### src/rtl/serial_pkg.sv
// Shared serial-link definitions: framing bytes, parity modes, transmitter FSM states.
// Pure declarations; no logic, no latency, no flow control.
package serial_pkg;

  localparam logic [7:0] SOT = 8'd2;
  localparam logic [7:0] EOT = 8'd3;

  localparam int PAR_NONE = 0;
  localparam int PAR_ODD  = 1;
  localparam int PAR_EVEN = 2;

  typedef enum logic [2:0] {
    IDLE,
    START,
    DATA,
    PARITY_BIT,
    STOP,
    WAIT_REQ_LOW
  } tx_state_e;

endpackage

### src/rtl/baud_gen.sv
// Bit-period timer: tick_o pulses on the last cycle of every CLKS_PER_BIT-cycle period.
// Counter restarts from zero after each tick and while clear_i is high; never stalls its user.
module baud_gen #(
  parameter int CLKS_PER_BIT = 10
) (
  input  logic clk,
  input  logic rst_n,
  input  logic clear_i,
  input  logic enable_i,
  output logic tick_o
);

  localparam int CW = $clog2(CLKS_PER_BIT);

  logic [CW-1:0] cnt_q;

  assign tick_o = enable_i && !clear_i && (cnt_q == CW'(CLKS_PER_BIT - 1));

  // Wrapping on tick is what reloads the period at every FSM state entry
  always_ff @(posedge clk) begin
    if (!rst_n) begin
      cnt_q <= '0;
    end else if (clear_i || tick_o) begin
      cnt_q <= '0;
    end else if (enable_i) begin
      cnt_q <= cnt_q + 1'b1;
    end
  end

endmodule

### src/rtl/uart_tx.sv
// UART transmitter with four-phase req/ack capture; frame starts one cycle after capture.
// A new byte is accepted only after ack has fallen; req dropping mid-frame never aborts it.
module uart_tx
  import serial_pkg::*;
#(
  parameter int NUM_BITS  = 8,
  parameter int CLK_FREQ  = 100_000_000,
  parameter int BAUD_RATE = 115200,
  parameter int PARITY    = 0
) (
  input  logic                clk,
  input  logic                rst_n,
  input  logic                req,
  input  logic [NUM_BITS-1:0] tx_data,
  output logic                ack,
  output logic                txd,
  output logic                busy
);

  localparam int CLKS_PER_BIT = CLK_FREQ / BAUD_RATE;
  localparam int BCW          = $clog2(NUM_BITS + 1);

  if (CLKS_PER_BIT < 2) begin : g_bad_baud
    $error("uart_tx: CLK_FREQ/BAUD_RATE must be at least 2");
  end
  if (PARITY > 2) begin : g_bad_parity
    $error("uart_tx: PARITY must be 0, 1 or 2");
  end

  tx_state_e           state_q;
  logic [NUM_BITS-1:0] shift_q;
  logic [BCW-1:0]      bit_cnt_q;
  logic                par_q;
  logic                txd_q;
  logic                ack_q;
  logic                busy_q;
  logic                baud_clear;
  logic                bit_tick;

  assign baud_clear = (state_q == IDLE) || (state_q == WAIT_REQ_LOW);

  baud_gen #(
    .CLKS_PER_BIT(CLKS_PER_BIT)
  ) u_baud_gen (
    .clk     (clk),
    .rst_n   (rst_n),
    .clear_i (baud_clear),
    .enable_i(!baud_clear),
    .tick_o  (bit_tick)
  );

  always_ff @(posedge clk) begin
    if (!rst_n) begin
      state_q   <= IDLE;
      shift_q   <= '0;
      bit_cnt_q <= '0;
      par_q     <= 1'b0;
      txd_q     <= 1'b1;
      ack_q     <= 1'b0;
      busy_q    <= 1'b0;
    end else begin
      case (state_q)
        IDLE: begin
          if (req && !ack_q) begin
            shift_q   <= tx_data;
            par_q     <= ^tx_data;
            bit_cnt_q <= '0;
            txd_q     <= 1'b0;
            ack_q     <= 1'b1;
            busy_q    <= 1'b1;
            state_q   <= START;
          end
        end
        START: begin
          if (bit_tick) begin
            txd_q     <= shift_q[0];
            shift_q   <= shift_q >> 1;
            bit_cnt_q <= BCW'(1);
            state_q   <= DATA;
          end
        end
        DATA: begin
          // bit_cnt_q counts bits already placed on the line, including the current one
          if (bit_tick) begin
            if (bit_cnt_q == BCW'(NUM_BITS)) begin
              if (PARITY != PAR_NONE) begin
                txd_q   <= (PARITY == PAR_EVEN) ? par_q : ~par_q;
                state_q <= PARITY_BIT;
              end else begin
                txd_q   <= 1'b1;
                state_q <= STOP;
              end
            end else begin
              txd_q     <= shift_q[0];
              shift_q   <= shift_q >> 1;
              bit_cnt_q <= bit_cnt_q + 1'b1;
            end
          end
        end
        PARITY_BIT: begin
          if (bit_tick) begin
            txd_q   <= 1'b1;
            state_q <= STOP;
          end
        end
        STOP: begin
          // A producer that already released req sees ack fall together with busy
          if (bit_tick) begin
            busy_q  <= 1'b0;
            state_q <= WAIT_REQ_LOW;
            if (!req) begin
              ack_q <= 1'b0;
            end
          end
        end
        WAIT_REQ_LOW: begin
          if (!req || !ack_q) begin
            ack_q   <= 1'b0;
            state_q <= IDLE;
          end
        end
        default: state_q <= IDLE;
      endcase
    end
  end

  assign txd  = txd_q;
  assign ack  = ack_q;
  assign busy = busy_q;

endmodule

### config.mk
export PLATFORM = sky130hd
export DESIGN_NAME = uart_tx
export DESIGN_NICKNAME = d
export VERILOG_FILES = /design/src/rtl/serial_pkg.sv /design/src/rtl/baud_gen.sv /design/src/rtl/uart_tx.sv
export SDC_FILE = /design/constraint.sdc
export NUM_CORES = 1
export LEC_CHECK = 0
export CORE_MARGIN = 2
export CORE_UTILIZATION = 40
export CTS_CLUSTER_DIAMETER = 80
export DETAILED_ROUTE_END_ITERATION = 12
export HOLD_SLACK_MARGIN = 0.03
export PLACE_DENSITY = 0.69
export SYNTH_ARGS = -nofsm -noshare
export SYNTH_HDL_FRONTEND = slang
export SYNTH_SLANG_ARGS = --single-unit
### constraint.sdc
create_clock -name clk -period 2.5 [get_ports clk]
set_clock_uncertainty 0.1 [all_clocks]
set_input_delay 0.375 -clock clk [delete_from_list [all_inputs] [get_ports clk]]
set_output_delay 0.375 -clock clk [all_outputs]
set_load 0.05 [all_outputs]
Word-level counts from Yosys, hierarchy flattened
Cells that the tools add are included.
Widths: inputs -> output; s select.

word-level totals
  register bits = 28
  input bits = 11
  output and inout port bits = 3
  logic and storage cells = 76

cells by class
  add/sub/neg operators = 2
  eq/ne operators = 16
  mux-type cells = 31
  bitwise gates (word level) = 1
  reductions and logical operators = 19

operators by type and width
  cell                   count
  $mux 8                 4
  $pmux 8 s3             1
  $mux 3                 7
  $pmux 3 s6             1
  $mux 4                 4
  $reduce_and 5->1       3
  $ne 2x1->1 const B     6
  $pmux 4 s3             1
  $add 10x1->10 const B  1
  $eq 10x10->1 const B   1
  $mux 1                 10
  $reduce_and 7->1       1
  $eq 3x2->1 const B     2
  $eq 3x3->1 const B     2
  $ne 2x2->1 const B     3
  $reduce_bool 3->1      2
  $add 4x1->4 const B    1
  $eq 4x4->1 const B     1
  $pmux 1 s4             1
  $reduce_bool 4->1      1
  $eq 3x1->1 const B     1
  $logic_not 1->1        3
  $logic_not 3->1        1
  $logic_or 1x1->1       3
  other kinds (7)        8

Longest topological paths before layout
Gate-level depths: netlist (run 1).

  depth after elaboration = 6
  gate-level depth with buffers = 8
  mapped depth without buffers = 7

Cells and area by module
A second synthesis (run 1) with hierarchy kept.

second synthesis, totals
  cells, all modules = 177
  area, all modules = 1544.0 um^2

modules (own cells, without submodules)
  module    times used  cells an instance  area an instance (um^2)  sequential area each (um^2)
  uart_tx   1           123                1056.0                   360.3
  baud_gen  1           54                 488.0                    200.2

Worst setup path after synthesis (run 1)
OpenSTA, ideal clock, no wires.

  path type = flip-flop to flip-flop
  start point = register u_baud_gen.cnt_q[0]
  end point = register txd_q (netlist: txd)
  setup time = 0.061 ns
  arrival = 1.785 ns
  required time = 2.339 ns
  slack = 0.554 ns
  cell stages (with the launch flop) = 7
  buffers on the path = 0
  clock period less this slack = 1.946 ns
  cell sequence = dfxtp_1 ha_1 and4bb_1 nand4_4 or3_1 a221oi_1 a311o_1

between the ends
  cells in the longest elaborated chain, start to end = 4
  elaborated cells on any way between the ends = 6
  those cells by class = 4 x eq/ne; 2 x reduce/logical

ends and longest elaborated chain
  element                       RTL line        text
  from (decl)                   baud_gen.sv:15  logic [CW-1:0] cnt_q;
  from (signal assigned)        baud_gen.sv:26  cnt_q <= cnt_q + 1'b1;
  $eq 10x10->1 *                baud_gen.sv:17  assign tick_o = enable_i && !clear_i && (cnt_q == CW'(CLKS_PER_BIT - 1));
  $logic_and 1x1->1 *           baud_gen.sv:17
  $ne 2x1->1 (no line)          --
  $reduce_and 5->1 (no line) *  --
  to (signal assigned)          uart_tx.sv:76   txd_q <= shift_q[0];
  to (signal assigned)          uart_tx.sv:87   txd_q <= (PARITY == PAR_EVEN) ? par_q : ~par_q;
  to (signal assigned)          uart_tx.sv:94   txd_q <= shift_q[0];
  to (decl)                     uart_tx.sv:34   logic txd_q;

Mark *: on every way between the ends. The rest lies on a longest branch, timed or not.
A chain may end at the register's enable or synchronous reset.

Worst setup path in the final report (run 1)
Same ends and word-level chain as after synthesis.

==> results of run 1 <==
==> area by class of cell <==
type / instances / share of cell area, %
flip-flops and latches: 28 / 33.7
inverters: 4 / 0.902
repair buffers: 18 / 10.1
clock buffers: 3 / 1.35
well taps: 46 / 3.46
multi-input cells: 119 / 50.6
==> registers in the layout, summed over array words and instances, names as in the netlist <==
register / flops
u_baud_gen.cnt_q: 10
shift_q: 8
bit_cnt_q: 4
state_q: 3
ack: 1
busy: 1
txd: 1
==> logic make-up after synthesis <==
kind of cell,count (synthesis),share of synthesized area [%]
AOI/OAI and AO/OA,36,18.0
and+or+nand+nor,64,27.0
muxes,7,4.81
xor gates and xnor gates,9,5.41
DFF,28,38.5
buffers and inverters,12,3.69
adders and majority gates,3,2.58
==> metrics by stage <==
| step | util (%) | instances | hold WS (ns) | power [mW] | setup slack [ns] |
|---|---|---|---|---|---|
| floorplan | - | 159 | 0.328 | 0.646 | 0.554 |
| global placement | 48.1 | 215 | 0.342 | 0.700 | 0.373 |
| detailed placement | 48.1 | 215 | 0.344 | 0.708 | 0.284 |
| CTS | 48.8 | 218 | 0.366 | 0.893 | 0.343 |
| global route | 48.8 | 218 | 0.389 | 0.931 | 0.171 |
| finish | 48.8 | 218 | 0.364 | 0.878 | 0.324 |
==> path summary, 6_finish.rpt <==
kind	start	end	cells after the start	slack, ns
min reg2reg	shift_q[7]	shift_q[7]	2	0.36
max	u_baud_gen.cnt_q[0]	txd	6	0.32
max reg2reg	u_baud_gen.cnt_q[0]	txd	6	0.32
min	shift_q[7]	shift_q[7]	2	0.36
==> cell usage after synthesis (2+ instances only) <==
master    count
clkbuf_1      3
mux2i_1       7
inv_1         4
xnor2_1       4
buf_2         4
and3_1        2
nand4_1       5
and2_1        2
nand3_1       4
a21oi_1       7
nand2b_1      3
nand4b_1      2
nand2_1       7
dfxtp_1      28
a211oi_1      7
o21ai_0       6
o21ai_1       2
ha_1          3
xor2_1        5
nor2_1       23
o31ai_1       3
==> critical path, stage by stage, from the launching register on <==
cell	delay (ns)
dfxtp_1	0.43
ha_1	0.28
and4bb_1	0.29
nand4_4	0.17
or3_1	0.41
a221oi_1	0.30
a311o_1	0.15
==> power by group through the flow <==
stage / Combinational [mW] / Clock, mW / Sequential, mW
CTS: 0.194 / 0.195 / 0.505
detailed placement: 0.193 / 0 / 0.514
global placement: 0.186 / 0 / 0.513
global route: 0.214 / 0.208 / 0.509
floorplan: 0.126 / 0 / 0.520
finish: 0.192 / 0.182 / 0.505
==> per-layer routing <==
metal | part of all wire, % | vias to the layer above
li1 | - | 608
met1 | 52 | 552
met2 | 45 | 7
met3 | 1.4 | 4
met4 | 1.2 | 0
met5 | 0 | -
==> impl_metrics.py, run 1 <==
metrics = {
    "status": {
        "status": "complete, no violations",
    },
    "global_route": {
        "use_met1_pct": 22.0,
        "grt_overflow": 0,
        "grt_use_met3_pct": 2.64,
        "top_usage_layer": "met1",
        "grt_max_degree": 18,
        "grt_pass1_vias": 1089,
        "grt_antenna_before_repair": 0,
        "grt_pass1_wl_um": 4920,
        "track_usage_pct": 14.8,
        "use_met2_pct": 21.9,
    },
    "floorplanning": {
        "die_h_um": 64.3,
        "top_level_ports": 14,
        "std_cell_rows": 21,
        "die_w_um": 64.3,
        "core_um2": 3420,
        "die_area_um2": 4140,
        "initial_core_util_pct": 42.6,
    },
    "routing": {
        "post_drt_wl_per_cell_um": 12.9,
        "drc": 0,
        "wl_um": 2800,
        "postRouteAntennaNets": 0,
        "dr.pass1.iters": 4,
        "via_per_inst": 5.37,
        "drtIter0Drc": 52,
        "vias": 1171,
    },
    "synthesis": {
        "ys_top_cells_by_area": "dfxtp_1 (38%), nor2_1 (5.9%), mux2i_1 (4.8%)",
        "seq_area_frac_synth_pct": 38.5,
        "syn-num-nets": 173,
        "synthCells": 159,
        "yosysTopAreaCell": "dfxtp_1",
        "synth-edff-count": 0,
        "synth_top_cell_area_share_pct": 38.5,
        "syn_area_um2": 1460,
        "synth-seq-cells": 28,
        "avgSynthCellArea_um2": 9.16,
        "yosys_warnings": 0,
        "synth_flop_cell": "dfxtp_1",
        "ys_types": 49,
        "async_flop_share_pct": 0,
    },
    "worst_setup_path": {
        "worstPathArrival_ns": 2.35,
        "end_kind": "flop",
        "crit_fanout": 8,
        "crit_required_ns": 2.67,
        "startpoint_type": "flop",
        "worstSetupPathType": "reg2reg",
    },
    "timing": {
        "max_slew_margin_pct": 54.9,
        "post-route-min-period_ns": 2.18,
        "slew_viol_final": 0,
        "fin_crit_sh_pct": 87.0,
        "setup-violations-final": 0,
        "worst_slew_pin_slew_ns": 0.676,
        "rsz0062_at_grt": "false",
        "fin_tns_setup_ns": 0,
        "max_freq_ghz": 0.460,
        "hold_violations": 0,
    },
    "layout": {
        "final_cell_mix": "dfxtp_1 (28), nor2_1 (23), clkdlybuf4s50_1 (13)",
        "nFillCells": 336,
        "final_common_cell": "dfxtp_1",
        "seq_area_um2": 561,
        "drive_gt1_share_pct": 10.5,
        "diodes": 0,
        "multi_input_area_um2": 842,
        "final_area_um2": 1670,
        "nets": 188,
        "syn_to_final_growth_pct": 14.3,
    },
    "cts": {
        "root_buffer": "clkbuf_4",
        "cts_sinks": 28,
        "path_clk_slew_ns": 0.14,
        "clockBufferDepth": 2,
        "post_cts_buffers": 0,
        "tritoncts": "built",
        "insertion_delay_ns": 0.32,
        "cts_resized": 0,
        "cts_buffers": 3,
        "htreeDepth": 1,
        "ctsHoldBuffers": 0,
    },
    "power_and_ir_drop": {
        "p_int_uw": 622,
        "combPwrFrac_pct": 21.9,
        "switchingPower_uw": 256,
        "seqPwrFrac_pct": 57.4,
        "swShare_pct": 29.2,
        "ir_drop_mv": 0.293,
        "leakage_nw": 0.591,
        "pwr-share-clk_pct": 20.7,
        "power.density_nw_per_um2": 527,
    },
    "place": {
        "place_area_um2": 1640,
        "io_buffers": 13,
        "gp_congestion": 0.771,
        "dp_hpwl_um": 2090,
    },
    "run": {
        "maxCapViolCount": 0,
    },
    "hold_path": {
        "hold_class": "reg2reg",
    },
}
Power figures use the tool's default switching activity.
==> run 2: changes to the inputs <==
--- a/config.mk
+++ b/config.mk
@@ -9,6 +9,7 @@
 export CORE_UTILIZATION = 40
 export CTS_CLUSTER_DIAMETER = 80
 export DETAILED_ROUTE_END_ITERATION = 12
+export GPL_TIMING_DRIVEN = 1
 export HOLD_SLACK_MARGIN = 0.03
 export PLACE_DENSITY = 0.69
 export SYNTH_ARGS = -nofsm -noshare
==> results of run 2 <==
The final DEF is identical to that of run 1; final timing and power are the same.
==> run 3: changes to the inputs <==
--- a/config.mk
+++ b/config.mk
@@ -5,7 +5,7 @@
 export SDC_FILE = /design/constraint.sdc
 export NUM_CORES = 1
 export LEC_CHECK = 0
-export CORE_MARGIN = 2
+export ABC_AREA = 1
 export CORE_UTILIZATION = 40
 export CTS_CLUSTER_DIAMETER = 80
 export DETAILED_ROUTE_END_ITERATION = 12
==> run 3 against run 2 <==
Critical path depth fell by 5. Sequential power is 29% higher. Routed wire length increased by 6.9%. Utilization is 1.4 points lower. Global-route usage is 1.1 points higher. Synthesized cell count increased by 60%. Fmax is 12% higher. Sequential share of layout area decreased by 4.5 points. First-iteration DRC count grew 81%. Largest power group is now combinational cells.
==> impl_metrics.py, run 3 <==
metrics = {
    "synthesis": {
        "async_flop_share_pct": 0,
        "synth-seq-cells": 28,
        "yosys_warnings": 0,
        "synth_commonest_cells": "nand2_1 (78), nor2_1 (43), dfxtp_1 (28)",
        "syn-num-nets": 268,
        "synth_top_cell_area_share_pct": 32.8,
        "yosysMostFrequentCell": "nand2_1",
        "ys_types": 30,
        "ys_top_cells_by_area": "dfxtp_1 (33%), nand2_1 (17%), nor2_1 (9.5%)",
        "synth-edff-count": 0,
        "synth_flop_cell": "dfxtp_1",
        "seq_area_frac_synth_pct": 32.8,
        "syn_area_um2": 1710,
        "yosysTopAreaCell": "dfxtp_1",
        "synthCells": 254,
        "avgSynthCellArea_um2": 6.72,
    },
    "power_and_ir_drop": {
        "leakage_nw": 0.818,
        "power.density_nw_per_um2": 1030,
        "seqPwrFrac_pct": 32.8,
        "p_int_mw": 1.06,
        "pwr-share-clk_pct": 14.1,
        "swShare_pct": 46.5,
        "switchingPower_uw": 924,
        "ir_drop_mv": 0.504,
        "combPwrFrac_pct": 53.1,
    },
    "worst_setup_path": {
        "crit_fanout": 4,
        "worstPathArrival_ns": 1.48,
        "regToRegStartpoint": "u_baud_gen.cnt_q[0]",
        "crit_buf_inv": 1,
        "cp_top_family": "buffers and inverters",
        "startpoint_type": "flop",
        "slowest_delay_ns": 0.81,
        "crit_required_ns": 2.03,
        "cp_cell_sequence": "clkdlybuf4s50_1",
        "worstSetupStartpoint": "ack",
        "worstSetupPathType": "reg2out",
        "worst_path_max_delay_cell": "clkdlybuf4s50_1",
        "end_kind": "primary output",
    },
    "floorplanning": {
        "die_h_um": 67.3,
        "die_area_um2": 4540,
        "initial_core_util_pct": 42.1,
        "top_level_ports": 14,
        "std_cell_rows": 23,
        "die_w_um": 67.3,
        "core_um2": 4060,
    },
    "cts": {
        "cts_resized": 0,
        "htreeDepth": 1,
        "ctsHoldBuffers": 0,
        "root_buffer": "clkbuf_8",
        "post_cts_buffers": 0,
        "cts_sinks": 28,
        "clockBufferDepth": 2,
        "tritoncts": "built",
        "path_clk_slew_ns": 0.09,
        "insertion_delay_ns": 0.28,
        "cts_buffers": 3,
    },
    "hold_path": {
        "hold_class": "reg2reg",
        "hold_start": "txd",
    },
    "timing": {
        "fin_crit_sh_pct": 78.0,
        "worst_slew_pin_slew_ns": 0.489,
        "setup-violations-final": 0,
        "max_slew_margin_pct": 67.3,
        "post-route-min-period_ns": 1.95,
        "fin_hold_ws_ns": 0.365,
        "hold_violations": 0,
        "fin_tns_setup_ns": 0,
        "slew_viol_final": 0,
        "rsz0062_at_grt": "false",
        "max_freq_ghz": 0.513,
    },
    "global_route": {
        "grt_overflow": 0,
        "grt_pass1_wl_um": 5630,
        "grt_antenna_before_repair": 0,
        "grt_pass1_vias": 1332,
        "grt_max_degree": 16,
        "track_usage_pct": 15.9,
    },
    "routing": {
        "post_drt_wl_per_cell_um": 9.42,
        "dr.pass1.iters": 4,
        "drc": 0,
        "wl_um": 3000,
        "via_per_inst": 4.69,
        "postRouteAntennaNets": 0,
        "drtIter0Drc": 94,
        "vias": 1491,
    },
    "status": {
        "status": "complete, no violations",
    },
    "layout": {
        "diodes": 0,
        "final_cells": 318,
        "drive_gt1_share_pct": 14.6,
        "final_common_cell": "nand2_1",
        "multi_input_area_um2": 996,
        "seq_area_um2": 561,
        "largestRegisters": "u_baud_gen.cnt_q (10), shift_q (8), bit_cnt_q (4)",
        "nFillCells": 423,
        "nets": 283,
        "syn_to_final_growth_pct": 12.5,
        "largest_reg_flops": 10,
        "final_cell_mix": "nand2_1 (78), nor2_1 (43), dfxtp_1 (28)",
        "regMostFlops": "u_baud_gen.cnt_q",
    },
    "place": {
        "io_buffers": 13,
        "gp_congestion": 0.843,
        "dp_hpwl_um": 2290,
        "placed_cells": 314,
    },
    "run": {
        "maxCapViolCount": 0,
    },
}
run 3: layer usage:
metal	GRT usage (%)	share of wire, %	up-vias
met5	0	0	-
met2	24.9	42	20
met3	2.53	2.4	5
met4	5.59	1.6	0
li1	-	-	826
met1	22.0	54	640
run 3: worst reg2reg max path, stage by stage (launching register included):
cell and delay (ns):
dfxtp_1 0.39, ha_1 0.20, nand2_1 0.07, nor2_2 0.14, nand3_4 0.16, a21oi_4 0.41
nand2_4 0.14, clkinv_4 0.10, nor2_1 0.04, nor2_1 0.09
run 3: final timing paths:
| kind | endpoint | slack (ns) | cells past startpoint |
|---|---|---|---|
| min | txd | 0.36 | 2 |
| min reg2reg | txd | 0.36 | 2 |
| max reg2reg | shift_q[2] | 0.59 | 9 |
| max | ack | 0.55 | 1 |
run 3: final cells by class:
cell class	instances	area share (%)
inverter	28	5.73
sequential	28	29.2
timing repair buffer	14	7.16
clock buffer	4	2.86
tap	50	3.26
multi-input combinational	194	51.8
run 3: metrics by stage:
step	power [mW]	instance area (um^2)	setup slack [ns]	utilization (%)
floorplan	1.58	1710	0.891	-
detailed placement	1.73	1870	0.452	46.0
global placement	1.71	1870	0.492	46.0
CTS	2.01	1920	0.539	47.4
global route	2.19	1920	0.369	47.4
finish	1.99	1920	0.550	47.4
run 3: kinds of logic after synthesis:
group	Yosys count	share of synthesized area (%)
buf+inv	32	8.86
fa+ha+maj	3	2.20
xor+xnor	3	1.54
simple gates	168	47.8
compound gates	20	6.74
flops	28	32.8
run 3: power by group through the flow:
stage	Sequential, mW	Clock [mW]	Combinational (mW)
3_3_place_gp	0.662	0	1.05
4_1_cts	0.651	0.291	1.07
6_report	0.651	0.279	1.06
2_1_floorplan	0.706	0	0.874
3_5_place_dp	0.662	0	1.06
5_1_grt	0.668	0.308	1.21
